--- src/rtl/fft_pkg.sv ---
// Shared types and constants for the FFT datapath: complex sample and twiddle
// containers, component indices and the full-precision product width.
package fft_pkg;

    localparam int FFT_DATA_W    = 16;
    localparam int FFT_FRAC_BITS = 15;
    localparam int PROD_W        = FFT_DATA_W + FFT_FRAC_BITS + 2;

    localparam int RE = 0;
    localparam int IM = 1;

    typedef logic [1:0][FFT_DATA_W-1:0]    cplx_t;
    typedef logic [1:0][FFT_FRAC_BITS+1:0] twid_t;

endpackage

--- src/rtl/fx_round_sat.sv ---
// Optional round-half-up arithmetic right shift followed by saturation to OUT_W
// bits; sat_o flags that the value had to be clamped.
module fx_round_sat #(
    parameter int IN_W  = 35,
    parameter int OUT_W = 17,
    parameter int SHIFT = 15
) (
    input  logic signed [IN_W-1:0]  x_i,
    input  logic                    rnd_en_i,
    output logic signed [OUT_W-1:0] y_o,
    output logic                    sat_o
);

    // One guard bit so that adding the rounding constant can never wrap.
    localparam int W = IN_W + 1;
    localparam logic signed [W-1:0] HALF = {{(W-1){1'b0}}, 1'b1} << (SHIFT - 1);

    logic signed [W-1:0] ext_s;
    logic signed [W-1:0] shf_s;

    // Round/shift, then clamp when the bits above the output sign disagree.
    always_comb begin
        ext_s = {x_i[IN_W-1], x_i};
        if (rnd_en_i) begin
            shf_s = (ext_s + HALF) >>> SHIFT;
        end else begin
            shf_s = ext_s;
        end
        if (shf_s[W-1:OUT_W-1] == {(W-OUT_W+1){shf_s[W-1]}}) begin
            sat_o = 1'b0;
            y_o   = shf_s[OUT_W-1:0];
        end else begin
            sat_o = 1'b1;
            y_o   = shf_s[W-1] ? {1'b1, {(OUT_W-1){1'b0}}} : {1'b0, {(OUT_W-1){1'b1}}};
        end
    end

endmodule

--- src/rtl/butterfly_pipe.sv ---
// Three-stage radix-2 DIT butterfly: a' = a + w*b, b' = a - w*b with optional
// conjugate twiddle, /2 scaling, saturation, sticky overflow and a global-stall handshake.
module butterfly_pipe #(
    parameter int DATA_WIDTH = fft_pkg::FFT_DATA_W,
    parameter int FRAC_BITS  = fft_pkg::FFT_FRAC_BITS
) (
    input  logic                             clk_i,
    input  logic                             rst_ni,
    input  logic                             valid_i,
    output logic                             ready_o,
    input  logic [1:0][DATA_WIDTH-1:0]       a_i,
    input  logic [1:0][DATA_WIDTH-1:0]       b_i,
    input  logic [1:0][FRAC_BITS+1:0]        twid_i,
    input  logic                             inv_i,
    input  logic                             scale_i,
    output logic                             valid_o,
    input  logic                             ready_i,
    output logic [1:0][DATA_WIDTH-1:0]       a_o,
    output logic [1:0][DATA_WIDTH-1:0]       b_o,
    output logic                             ovf_o,
    input  logic                             ovf_clr_i
);
    import fft_pkg::*;

    localparam int P_W = DATA_WIDTH + FRAC_BITS + 2;
    localparam int S_W = P_W + 1;
    localparam int R_W = DATA_WIDTH + 1;
    localparam int A_W = DATA_WIDTH + 2;

    logic en_s;

    // Stage 1 state
    logic                          v1_q, v1_d, inv1_q, inv1_d, scale1_q, scale1_d;
    logic [1:0][DATA_WIDTH-1:0]    a1_q, a1_d;
    logic signed [P_W-1:0]         rr_q, rr_d, ii_q, ii_d, ri_q, ri_d, ir_q, ir_d;
    logic signed [P_W-1:0]         bre_s, bim_s, wre_s, wim_s;

    // Stage 2 state
    logic                          v2_q, v2_d, scale2_q, scale2_d, sat2_q, sat2_d;
    logic [1:0][DATA_WIDTH-1:0]    a2_q, a2_d;
    logic [1:0][R_W-1:0]           rot_q, rot_d;
    logic signed [S_W-1:0]         mix_s [2];
    logic signed [R_W-1:0]         rot_s [2];
    logic [1:0]                    rsat_s;

    // Stage 3 state
    logic                          v3_q, v3_d, ovf_q, ovf_d, set_ovf_s;
    logic [1:0][DATA_WIDTH-1:0]    ao_q, ao_d, bo_q, bo_d;
    logic signed [A_W-1:0]         sum_s [2];
    logic signed [A_W-1:0]         dif_s [2];
    logic signed [DATA_WIDTH-1:0]  sum_r_s [2];
    logic signed [DATA_WIDTH-1:0]  dif_r_s [2];
    logic [1:0]                    ssat_s, dsat_s;

    assign en_s    = !v3_q || ready_i;
    assign ready_o = en_s;
    assign valid_o = v3_q;
    assign a_o     = ao_q;
    assign b_o     = bo_q;
    assign ovf_o   = ovf_q;

    // S1 next state: full-precision partial products of b and w.
    always_comb begin
        bre_s = P_W'($signed(b_i[RE]));
        bim_s = P_W'($signed(b_i[IM]));
        wre_s = P_W'($signed(twid_i[RE]));
        wim_s = P_W'($signed(twid_i[IM]));
        if (en_s) begin
            v1_d     = valid_i;
            inv1_d   = inv_i;
            scale1_d = scale_i;
            a1_d     = a_i;
            rr_d     = bre_s * wre_s;
            ii_d     = bim_s * wim_s;
            ri_d     = bre_s * wim_s;
            ir_d     = bim_s * wre_s;
        end else begin
            v1_d     = v1_q;
            inv1_d   = inv1_q;
            scale1_d = scale1_q;
            a1_d     = a1_q;
            rr_d     = rr_q;
            ii_d     = ii_q;
            ri_d     = ri_q;
            ir_d     = ir_q;
        end
    end

    // S2 rotation: inverse mode multiplies by conj(w).
    always_comb begin
        if (inv1_q) begin
            mix_s[RE] = S_W'(rr_q) + S_W'(ii_q);
            mix_s[IM] = S_W'(ir_q) - S_W'(ri_q);
        end else begin
            mix_s[RE] = S_W'(rr_q) - S_W'(ii_q);
            mix_s[IM] = S_W'(ri_q) + S_W'(ir_q);
        end
    end

    for (genvar c = 0; c < 2; c++) begin : g_rot
        fx_round_sat #(.IN_W(S_W), .OUT_W(R_W), .SHIFT(FRAC_BITS)) u_rot (
            .x_i      (mix_s[c]),
            .rnd_en_i (1'b1),
            .y_o      (rot_s[c]),
            .sat_o    (rsat_s[c])
        );
    end

    // S2 next state.
    always_comb begin
        if (en_s) begin
            v2_d       = v1_q;
            scale2_d   = scale1_q;
            a2_d       = a1_q;
            rot_d[RE]  = rot_s[RE];
            rot_d[IM]  = rot_s[IM];
            sat2_d     = v1_q && (|rsat_s);
        end else begin
            v2_d     = v2_q;
            scale2_d = scale2_q;
            a2_d     = a2_q;
            rot_d    = rot_q;
            sat2_d   = sat2_q;
        end
    end

    for (genvar c = 0; c < 2; c++) begin : g_out
        assign sum_s[c] = A_W'($signed(a2_q[c])) + A_W'($signed(rot_q[c]));
        assign dif_s[c] = A_W'($signed(a2_q[c])) - A_W'($signed(rot_q[c]));

        fx_round_sat #(.IN_W(A_W), .OUT_W(DATA_WIDTH), .SHIFT(1)) u_sum (
            .x_i      (sum_s[c]),
            .rnd_en_i (scale2_q),
            .y_o      (sum_r_s[c]),
            .sat_o    (ssat_s[c])
        );

        fx_round_sat #(.IN_W(A_W), .OUT_W(DATA_WIDTH), .SHIFT(1)) u_dif (
            .x_i      (dif_s[c]),
            .rnd_en_i (scale2_q),
            .y_o      (dif_r_s[c]),
            .sat_o    (dsat_s[c])
        );
    end

    // S3 next state; a saturation landing this cycle outranks a clear request.
    always_comb begin
        set_ovf_s = en_s && v2_q && (sat2_q || (|ssat_s) || (|dsat_s));
        if (en_s) begin
            v3_d      = v2_q;
            ao_d[RE]  = sum_r_s[RE];
            ao_d[IM]  = sum_r_s[IM];
            bo_d[RE]  = dif_r_s[RE];
            bo_d[IM]  = dif_r_s[IM];
        end else begin
            v3_d = v3_q;
            ao_d = ao_q;
            bo_d = bo_q;
        end
        if (set_ovf_s) begin
            ovf_d = 1'b1;
        end else if (ovf_clr_i) begin
            ovf_d = 1'b0;
        end else begin
            ovf_d = ovf_q;
        end
    end

    // Pipeline registers; reset discards everything in flight.
    always_ff @(posedge clk_i or negedge rst_ni) begin
        if (!rst_ni) begin
            v1_q     <= 1'b0;
            inv1_q   <= 1'b0;
            scale1_q <= 1'b0;
            a1_q     <= '0;
            rr_q     <= '0;
            ii_q     <= '0;
            ri_q     <= '0;
            ir_q     <= '0;
            v2_q     <= 1'b0;
            scale2_q <= 1'b0;
            sat2_q   <= 1'b0;
            a2_q     <= '0;
            rot_q    <= '0;
            v3_q     <= 1'b0;
            ao_q     <= '0;
            bo_q     <= '0;
            ovf_q    <= 1'b0;
        end else begin
            v1_q     <= v1_d;
            inv1_q   <= inv1_d;
            scale1_q <= scale1_d;
            a1_q     <= a1_d;
            rr_q     <= rr_d;
            ii_q     <= ii_d;
            ri_q     <= ri_d;
            ir_q     <= ir_d;
            v2_q     <= v2_d;
            scale2_q <= scale2_d;
            sat2_q   <= sat2_d;
            a2_q     <= a2_d;
            rot_q    <= rot_d;
            v3_q     <= v3_d;
            ao_q     <= ao_d;
            bo_q     <= bo_d;
            ovf_q    <= ovf_d;
        end
    end

endmodule

--- config.mk ---
export PLATFORM = sky130hd
export DESIGN_NAME = butterfly_pipe
export DESIGN_NICKNAME = d
export VERILOG_FILES = /design/src/rtl/fft_pkg.sv /design/src/rtl/fx_round_sat.sv /design/src/rtl/butterfly_pipe.sv
export SDC_FILE = /design/constraint.sdc
export NUM_CORES = 2
export LEC_CHECK = 0
export ABC_AREA = 1
export BUFFER_PORTS_ARGS = -buffer_cell sky130_fd_sc_hd__buf_2
export CORE_AREA = 5 5 569 346
export CTS_CLUSTER_SIZE = 28
export DETAILED_ROUTE_END_ITERATION = 10
export DIE_AREA = 0 0 574 351
export PLACE_DENSITY = 0.56
export SETUP_SLACK_MARGIN = 0.3
export SYNTH_ARGS = -nofsm -noshare
export SYNTH_HDL_FRONTEND = slang
export SYNTH_HIERARCHICAL = 1
export SYNTH_SLANG_ARGS = --single-unit
--- constraint.sdc ---
create_clock -name clk_i -period 6.7 [get_ports clk_i]
set_input_delay 0.335 -clock clk_i [delete_from_list [all_inputs] [get_ports clk_i]]
set_output_delay 0.335 -clock clk_i [all_outputs]
set_load 0.03 [all_outputs]
==> results.md <==
- Count of input and output buffers: 171
- Synthesized instance count: 10.23k
- Mean post-synth cell area: 7.060 µm²
- Transition time of the tightest slew-check pin: 994.6 ps
- Site row count: 125
- Share of the yosys chip area belonging to registers: 10.47%
- H-Tree Level Count: 2
- Cell accounting for the most synthesized area: fa_1
- Total number of nets in the final design: 11.96k
- Resize count post-CTS: 0
- Overflow left after global routing: 0
- Synthesis-to-layout area growth: 7.594%
- Vias in the first global route: 64.77k
- Max-cap violations: 0
- Clock buffers created by TritonCTS: 35
- Floorplan core area: 0.1916 mm²
- Final setup TNS: 0 ps
- Number of enable flip-flop cells after synthesis: 0
- Library cells used by synthesis: 63
- TritonCTS clock tree: built
- Count of nets left with antenna violations after detail routing: 0
- Clock Skew: 20.54 ps
- Post-synth design cell area: 0.07220 mm²
- Unrepaired setup endpoints after global routing: false
- Final setup violating endpoints: 0
- First-pass iteration count of the detailed router: 8
- Final period utilization: 90.43%
- Iteration-0 DRC count of the detailed router: 6007
- Max-slew violation count: 0
- Most used flip-flop cell after synthesis: dfrtp_1
- First-pass GRT wire length: 381400 µm
- Overall fraction of global-route tracks in use: 24.14%
- Worst EP required: 7170 ps
- Die Outline Area: 0.2015 mm²
- Clk pin slew, worst setup/hold paths: 70 ps
- Critical path launch point type: input port
- Number of hold-slack violations in the final timing report: 0
- Async set-or-reset flop fraction in the synthesized netlist: 100.0%
- Relative slew slack: 33.08%
- Critical Path End Type: register
- Clock Tree Buf Depth: 3
- Yosys synthesis warning count: 6
- Insertion delay of the later-clocked pin in the worst-skew pair: 600 ps
- Fraction of final layout cells with drive strength greater than 1: 7.072%
- Portion of synthesized cell area occupied by the leading cell type: 30.78%
- Detailed placement HPWL: 202100 µm
- Post-detailed-routing wire length: 241400 µm
- Initial Util: 37.68%
- Post-synthesis sequential element count: 302
- Library cell used as clock root buffer: clkbuf_16
- Highest fanout seen on the critical path: 24
- Initial antenna violation count: 10
- Class of the most critical hold timing path: in2reg
- Largest net degree at the start of global routing: 154
- Overall die width: 574 µm
- Global placer's final weighted congestion: 0.9850
- # DRC: 0
- Hold Slack: 33.45 ps
- Total I/O pin count: 172
- Number of clock sinks: 302
- Fmax achieved: 165.0 MHz
- Data arrival time of the critical path: 6530 ps
- Ranking of synthesized cells by area: fa_1 (31%), nand2_1 (17%), inv_1 (13%)
- WL per Instance: 18.81 µm
- Post-detailed-route via-to-cell ratio: 4.992
- Run status: complete, no violations
- Count of vias placed by the detailed router: 64.07k
- Final critical delay including setup and external delays: 6059 ps
- Crit Path Class: in2reg
- Vertical die dimension: 351 µm
## cell usage after synthesis, types with 36 or more instances
cell type / n
nand2_1: 3208
inv_1: 2411
fa_1: 1110
ha_1: 478
nor2_1: 473
nand3_1: 404
dfrtp_1: 302
a21oi_1: 284
clkbuf_1: 279
o21ai_0: 236
xor2_1: 150
nand4_1: 107
nand2_2: 99
xnor2_1: 71
nand3_2: 63
nor3_1: 55
o21ai_1: 52
buf_2: 47
o21bai_1: 36
## per-layer routing
layer / up-vias / global-route usage [%] / routed length [µm]
met3: 209 / 4.717 / 22220
met1: 31409 / 37.18 / 117500
met2: 2208 / 35.60 / 98570
li1: 30242 / - / -
met5: - / 0 / 0
met4: 0 / 3.283 / 3156
## placed cells by master (no fill, tap or decap), types with 107 or more instances in the layout
cell / netlist / final
nand2_1: 3208 / 3208
nand4_1: 107 / 107
buf_2: 47 / 170
xor2_1: 150 / 150
inv_1: 2411 / 2410
nor2_1: 473 / 472
nand3_1: 404 / 404
o21ai_0: 236 / 236
buf_4: 4 / 131
ha_1: 478 / 478
a21oi_1: 284 / 284
dfrtp_1: 302 / 301
fa_1: 1110 / 1110
## cell type report
class	count	area [µm²]
clock buffers	42	943.4
inverters	2445	9185
fillers	20118	113900
clock inverters	19	214.0
multi-input cells	7124	53880
diodes	1	2.502
repair buffers	362	2710
well taps	2540	3178
flip-flops and latches	302	7561
## timing repair
item	CTS	global route
hold buffers	34	0
endpoints found under the hold margin	104	0
setup buffers	0	0
## worst max-delay path: stages
cell and delay, ps:
buf_2 190, clkinv_1 370, buf_12 330, nor2_1 310, fa_1 510, fa_1 510, fa_1 440, fa_1 490
fa_1 500, inv_1 50, fa_1 470, inv_1 50, ha_1 400, nand2_1 130, nor2_1 160, inv_1 100
nor3_1 360, nand3_1 280, nand3_1 160, nand2_1 60, nand3_1 210, nand2_1 90
## cell families (layout without fill, tap and decap cells)
logic type      after synthesis  after routing  synth area share (%)
xor+xnor                    221            221                 2.681
buf+inv                    2801           2868                 14.91
other cells                   1              3              0.005194
simple gates               4585           4585                 27.18
compound gates              728            728                 5.693
fa+ha+maj                  1588           1588                 39.06
flops                       302            302                 10.47
## through the flow
stage | instances | setup WS [ps] | utilization, % | cell area [µm²]
global route | 12834 | 483.4 | 40.54 | 77680
CTS | 12834 | 839.9 | 40.54 | 77680
finish | 12835 | 641.1 | 40.54 | 77680
global placement | 12739 | 231.6 | 39.76 | 76180
detailed placement | 12739 | 209.9 | 39.76 | 76180
floorplan | 10227 | 1111 | - | 72200
## sequential cells by signal, indices dropped and copies added (netlist names)
signal    cells
ovf_o         1
a1_q         32
sat2_q        1
valid_o       1
a_o          32
scale2_q      1
v2_q          1
ir_q         33
rot_q        34
inv1_q        1
ri_q         33
b_o          32
ii_q         33
a2_q         32
v1_q          1
rr_q         33
scale1_q      1
## path summary, 6_finish.rpt
kind / startpoint / to / slack (ps) / cells after the start
max: b_i[31] / ii_q[27]$_DFFE_PN0N_ / 640 / 22
min: a_i[15] / a1_q[15]$_DFFE_PN0N_ / 30 / 3
max reg2reg: ri_q[1]$_DFFE_PN0N_ / sat2_q$_DFFE_PN0N_ / 900 / 30
min reg2reg: a1_q[29]$_DFFE_PN0N_ / a2_q[29]$_DFFE_PN0N_ / 470 / 2
max in group asynchronous: rst_ni / scale2_q$_DFFE_PN0N_ / 4790 / 3
min in group asynchronous: rst_ni / b_o[11]$_DFFE_PN0N_ / 360 / 2
Power is not shown: default switching activity piles up to over one toggle a cycle in this logic, so the estimate is an artifact.
